### src/rtl/multdiv.sv
// Sequential signed 32-bit multiply/divide unit with a fixed 33-cycle latency.
// Shift-add multiply and restoring divide run on operand magnitudes; the sign is fixed up in FIN.
module multdiv (
   input  logic        clock,
   input  logic        reset,
   input  logic [31:0] data_operandA,
   input  logic [31:0] data_operandB,
   input  logic        ctrl_MULT,
   input  logic        ctrl_DIV,
   output logic [31:0] data_result,
   output logic        data_exception,
   output logic        data_resultRDY
);

   typedef enum logic [1:0] {
      IDLE,
      MUL,
      DIV,
      FIN
   } state_t;

   state_t      state;
   state_t      next_state;

   logic        start;
   logic [5:0]  count;
   logic        op_div;
   logic        sign_neg;
   logic        div_zero;
   logic        div_ovf;
   logic [31:0] mag_a;
   logic [31:0] mag_b;
   logic [31:0] abs_a;
   logic [31:0] abs_b;

   logic [63:0] prod;
   logic [32:0] add_sum;

   logic [32:0] rem;
   logic [31:0] quo;
   logic [32:0] rem_shift;
   logic [32:0] rem_trial;
   logic        trial_fits;

   logic [63:0] prod_signed;
   logic [31:0] quo_signed;
   logic        mul_exc;
   logic [31:0] fin_result;
   logic        fin_exc;

   assign start = ctrl_MULT | ctrl_DIV;
   assign abs_a = data_operandA[31] ? (~data_operandA + 32'd1) : data_operandA;
   assign abs_b = data_operandB[31] ? (~data_operandB + 32'd1) : data_operandB;

   // One shift-add step: conditionally add the multiplicand into the upper half, then shift right.
   assign add_sum = {1'b0, prod[63:32]} + (prod[0] ? {1'b0, mag_a} : 33'd0);

   // One restoring step: the dividend bit enters the partial remainder; subtract if the divisor fits.
   assign rem_shift  = {rem[31:0], quo[31]};
   assign trial_fits = ({rem, quo[31]} >= {2'b00, mag_b});
   assign rem_trial  = rem_shift - {1'b0, mag_b};

   assign prod_signed = sign_neg ? (~prod + 64'd1) : prod;
   assign quo_signed  = sign_neg ? (~quo + 32'd1) : quo;
   assign mul_exc     = ~((&prod_signed[63:31]) | ~(|prod_signed[63:31]));

   always_comb begin
      fin_result = prod_signed[31:0];
      fin_exc    = mul_exc;
      if (op_div) begin
         if (div_zero) begin
            fin_result = 32'd0;
            fin_exc    = 1'b1;
         end else if (div_ovf) begin
            fin_result = 32'h8000_0000;
            fin_exc    = 1'b1;
         end else begin
            fin_result = quo_signed;
            fin_exc    = 1'b0;
         end
      end
   end

   // A sampled start wins in every state, so a new pulse always aborts and restarts.
   always_comb begin
      next_state = state;
      if (start) begin
         next_state = ctrl_MULT ? MUL : DIV;
      end else begin
         case (state)
            IDLE:    next_state = IDLE;
            MUL:     next_state = (count == 6'd31) ? FIN : MUL;
            DIV:     next_state = (count == 6'd31) ? FIN : DIV;
            FIN:     next_state = IDLE;
            default: next_state = IDLE;
         endcase
      end
   end

   always_ff @(posedge clock) begin
      if (reset) begin
         state <= IDLE;
      end else begin
         state <= next_state;
      end
   end

   // FIN always publishes its result, even when a new start is sampled on the same edge.
   always_ff @(posedge clock) begin
      if (reset) begin
         count          <= 6'd0;
         op_div         <= 1'b0;
         sign_neg       <= 1'b0;
         div_zero       <= 1'b0;
         div_ovf        <= 1'b0;
         mag_a          <= 32'd0;
         mag_b          <= 32'd0;
         prod           <= 64'd0;
         rem            <= 33'd0;
         quo            <= 32'd0;
         data_result    <= 32'd0;
         data_exception <= 1'b0;
         data_resultRDY <= 1'b0;
      end else begin
         data_resultRDY <= 1'b0;
         if (state == FIN) begin
            data_result    <= fin_result;
            data_exception <= fin_exc;
            data_resultRDY <= 1'b1;
         end

         if (start) begin
            count    <= 6'd0;
            op_div   <= ~ctrl_MULT;
            sign_neg <= data_operandA[31] ^ data_operandB[31];
            div_zero <= (data_operandB == 32'd0);
            div_ovf  <= (data_operandA == 32'h8000_0000) && (data_operandB == 32'hFFFF_FFFF);
            mag_a    <= abs_a;
            mag_b    <= abs_b;
            prod     <= {32'd0, abs_b};
            rem      <= 33'd0;
            quo      <= abs_a;
         end else if (state == MUL) begin
            count <= count + 6'd1;
            prod  <= {add_sum, prod[31:1]};
         end else if (state == DIV) begin
            count <= count + 6'd1;
            rem   <= trial_fits ? rem_trial : rem_shift;
            quo   <= {quo[30:0], trial_fits};
         end
      end
   end

endmodule
### config.mk
export PLATFORM = sky130hd
export DESIGN_NAME = multdiv
export DESIGN_NICKNAME = d
export VERILOG_FILES = /design/src/rtl/multdiv.sv
export SDC_FILE = /design/constraint.sdc
export NUM_CORES = 1
export LEC_CHECK = 0
export ABC_CLOCK_PERIOD_IN_PS = 9600
export BUFFER_PORTS_ARGS = -buffer_cell sky130_fd_sc_hd__buf_2
export CORE_MARGIN = 3
export CORE_UTILIZATION = 55
export DETAILED_ROUTE_END_ITERATION = 7
export HOLD_SLACK_MARGIN = 0.12
export PLACE_DENSITY = 0.73
export SLEW_MARGIN = 10
export SYNTH_ARGS = -nofsm -noshare
export SYNTH_HDL_FRONTEND = slang
export SYNTH_SLANG_ARGS = --single-unit
### constraint.sdc
create_clock -name clock -period 9.6 [get_ports clock]
set_input_delay 0.96 -clock clock [delete_from_list [all_inputs] [get_ports clock]]
set_output_delay 0.96 -clock clock [all_outputs]
set_load 0.01 [all_outputs]
==> results.toml <==
[clock_tree]
htree_levels = 1
clock_latency_ns = 0.54
cts_setup_buffers = 0
cts_hold_buf = 0
clockRootBuffer = "clkbuf_16"
clk_pin_slew_worst_paths_ns = 0.06
cts_buffers = 27
numClockSinks = 239
cts_max_path_buffers = 3
cts_resized = 0
tritoncts = "built"

[yosys]
yosys_warnings = 0
ys_seq_area_share_pct = 29.8
synth-seq-cells = 239
synth_top_flop_cell = "dfxtp_1"
synth_top_area_share_pct = 29.8
yosysTopAreaCell = "dfxtp_1"
synth_cell_type_count = 73
avgSynthCellArea_um2 = 8.15
netlist_area_um2 = 16000
synth_area_leaders = "dfxtp_1 (30%), xor2_1 (8.5%), mux2i_1 (5.8%)"
synthCells = 1967
synth_edf_count = 0
syn-num-nets = 2111
synthArstFlopShare_pct = 0

[power_and_ir_drop]
clock_power_share_pct = 40.2
finalPower_mw = 2.63
net-switching-power_uw = 789
p_int_mw = 1.84
power.density_nw_per_um2 = 149
seqPwrFrac_pct = 41.9
pwr-share-comb_pct = 17.9
p_leak_nw = 7.16
p_sw_share_pct = 30.0
ir_drop_mv = 0.125

[grt]
grt_usage_pct = 27.6
overflow = 0
grt_first_pass_wirelength_um = 70900
grt_pass1_vias = 13600
antenna_found_initial = 3
globalRouteMet3Util_pct = 3.67
grtUsageMet2_pct = 44.9
grt_max_degree = 102
grt.busiest_layer = "met2"
met1_usage_pct = 38.3

[floorplan]
core_area_um2 = 28200
io_pins = 102
die_area_um2 = 31200
die_h_um = 177
start_util_pct = 56.8
rows = 61
dieWidth_um = 177

[timing]
fin_skew_ns = 0.00746
tightest_slew_ns = 1.06
fin_tns_setup_ns = 0
rsz0062_at_grt = "no"
setup_viol = 0
fin_crit_ns = 4.03
drv_slew = 0
timing.final.crit_share_pct = 41.9
relSlewSlack_pct = 29.2
hold_viol = 0
fmax_ghz = 0.248

[routing]
vias_per_cell = 6.17
antenna_left = 0
wl_per_cell_um = 18.6
vias = 14800
drt_iter0_markers = 1257
drc = 0
wirelength_um = 44600
dr.pass1.iters = 7

[hold_path]
min_to = "mag_a[0]"
worstHoldPathType = "reg2reg"
whs_path_depth = 2
holdCritStartpoint = "mag_a[0]"

[cells_and_area]
stdcell_count = 2395
drive_gt1_share_pct = 10.1
num-fill-cells = 2559
area_growth_pct = 9.91
multi_input_area_um2 = 10600
final_cell_mix = "dfxtp_1 (238), nor2_1 (165), xor2_1 (155), a21oi_1 (154), o21ai_0 (142)"
final_common_cell = "dfxtp_1"
final_cell_area_um2 = 17600
seqCellArea_um2 = 4790
layout.nets = 2140

[setup_path]
endpoint_kind = "flop"
reg2reg_to = "rem[14]"
cp_max_fo = 30
crit_required_ns = 10.00
critPathArrivalTime_ns = 4.42
startpoint = "quo[31]"
start_kind = "flop"
path_class = "reg2reg"
rr_worst_depth = 15
r2r-start = "quo[31]"
r2r_slack_ns = 5.57

[place]
placedInstanceArea_um2 = 16700
port_buffers = 101
gp_congestion = 0.947
hpwl_um = 32600
place_inst = 2345

[job]
maxCapViolations = 0

[status]
status = "complete, no violations"
[worst max path at each step]
stage	end	slack, ns	cells after the start
after floorplan	prod[30]	5.75	10
after global placement	quo[30]	5.30	11
after detailed placement	quo[30]	5.28	11
after CTS	rem[14]	5.57	15
after global routing	rem[14]	5.22	15
final	rem[14]	5.57	15
[Yosys cell counts, types with 20 or more instances]
library cell and number:
a21o_1 34, ha_1 74, xor2_1 155, nor2_1 167, xnor2_1 46, nand3_1 32
o21ai_0 142, or3_1 31, inv_1 63, nand4_1 24, o21a_1 37, nor3_1 34
a21oi_1 154, a211oi_1 25, nor2b_1 20, mux2i_1 93, nand2_1 108, o221ai_1 31
clkbuf_1 99, and2_1 34, dfxtp_1 239, a21boi_0 80, o31ai_1 45
[worst max-delay path, cell delays in order, from the launching register on]
cell	delay, ns
dfxtp_1	0.34
inv_1	0.13
ha_1	0.20
fa_1	0.18
nor2b_1	0.07
o31a_1	0.29
o311ai_0	0.44
a31oi_1	0.26
o211ai_1	0.34
a31oi_1	0.17
o21a_1	0.23
nor4_2	0.27
buf_4	0.37
mux2_2	0.38
mux2i_1	0.14
nor2_1	0.06
[per-layer routing]
layer  wire [um]  vias to the layer above
li1            -                     7185
met1       20000                     7003
met2       20100                      484
met3        2970                       97
met4        1450                        4
met5          15                        -
[power by group through the flow]
stage          clock (mW)  combinational (mW)  sequential [mW]
2_1_floorplan           0               0.340             1.10
3_3_place_gp            0               0.454             1.12
3_5_place_dp            0               0.463             1.12
4_1_cts              1.07               0.467             1.10
5_1_grt              1.11               0.521             1.11
6_report             1.06               0.471             1.10
[layout make-up]
class	instances	area share, %
tap	378	2.68
antenna	1	0.0142
inverter	63	1.34
clock buffer	29	3.93
sequential	239	27.2
timing repair buffer	116	3.52
multi-input combinational	1549	60.2
clock inverter	20	1.19
[registers in the layout (all words and copies together), names as in the netlist]
signal	count
prod	64
rem	33
data_result	32
mag_a	32
mag_b	32
quo	32
count	6
state	2
data_exception	1
data_resultRDY	1
div_ovf	1
div_zero	1
op_div	1
sign_neg	1
[per-stage QoR]
stage,hold WS (ns),util [%],setup WS (ns)
after floorplan,0.432,-,5.75
after global placement,0.441,59.2,5.30
after detailed placement,0.445,59.2,5.28
after CTS,0.460,62.4,5.57
after global routing,0.482,62.4,5.22
final,0.454,62.4,5.57
[logic make-up after synthesis]
family	Yosys count	synth area share [%]
buffers and inverters	179	4.32
AOI/OAI and AO/OA	641	26.2
adders and majority gates	76	6.03
muxes	95	5.95
DFF	239	29.8
xor gates and xnor gates	201	11.0
and+or+nand+nor	536	16.7
No activity file was read; power rests on OpenSTA's default activity.
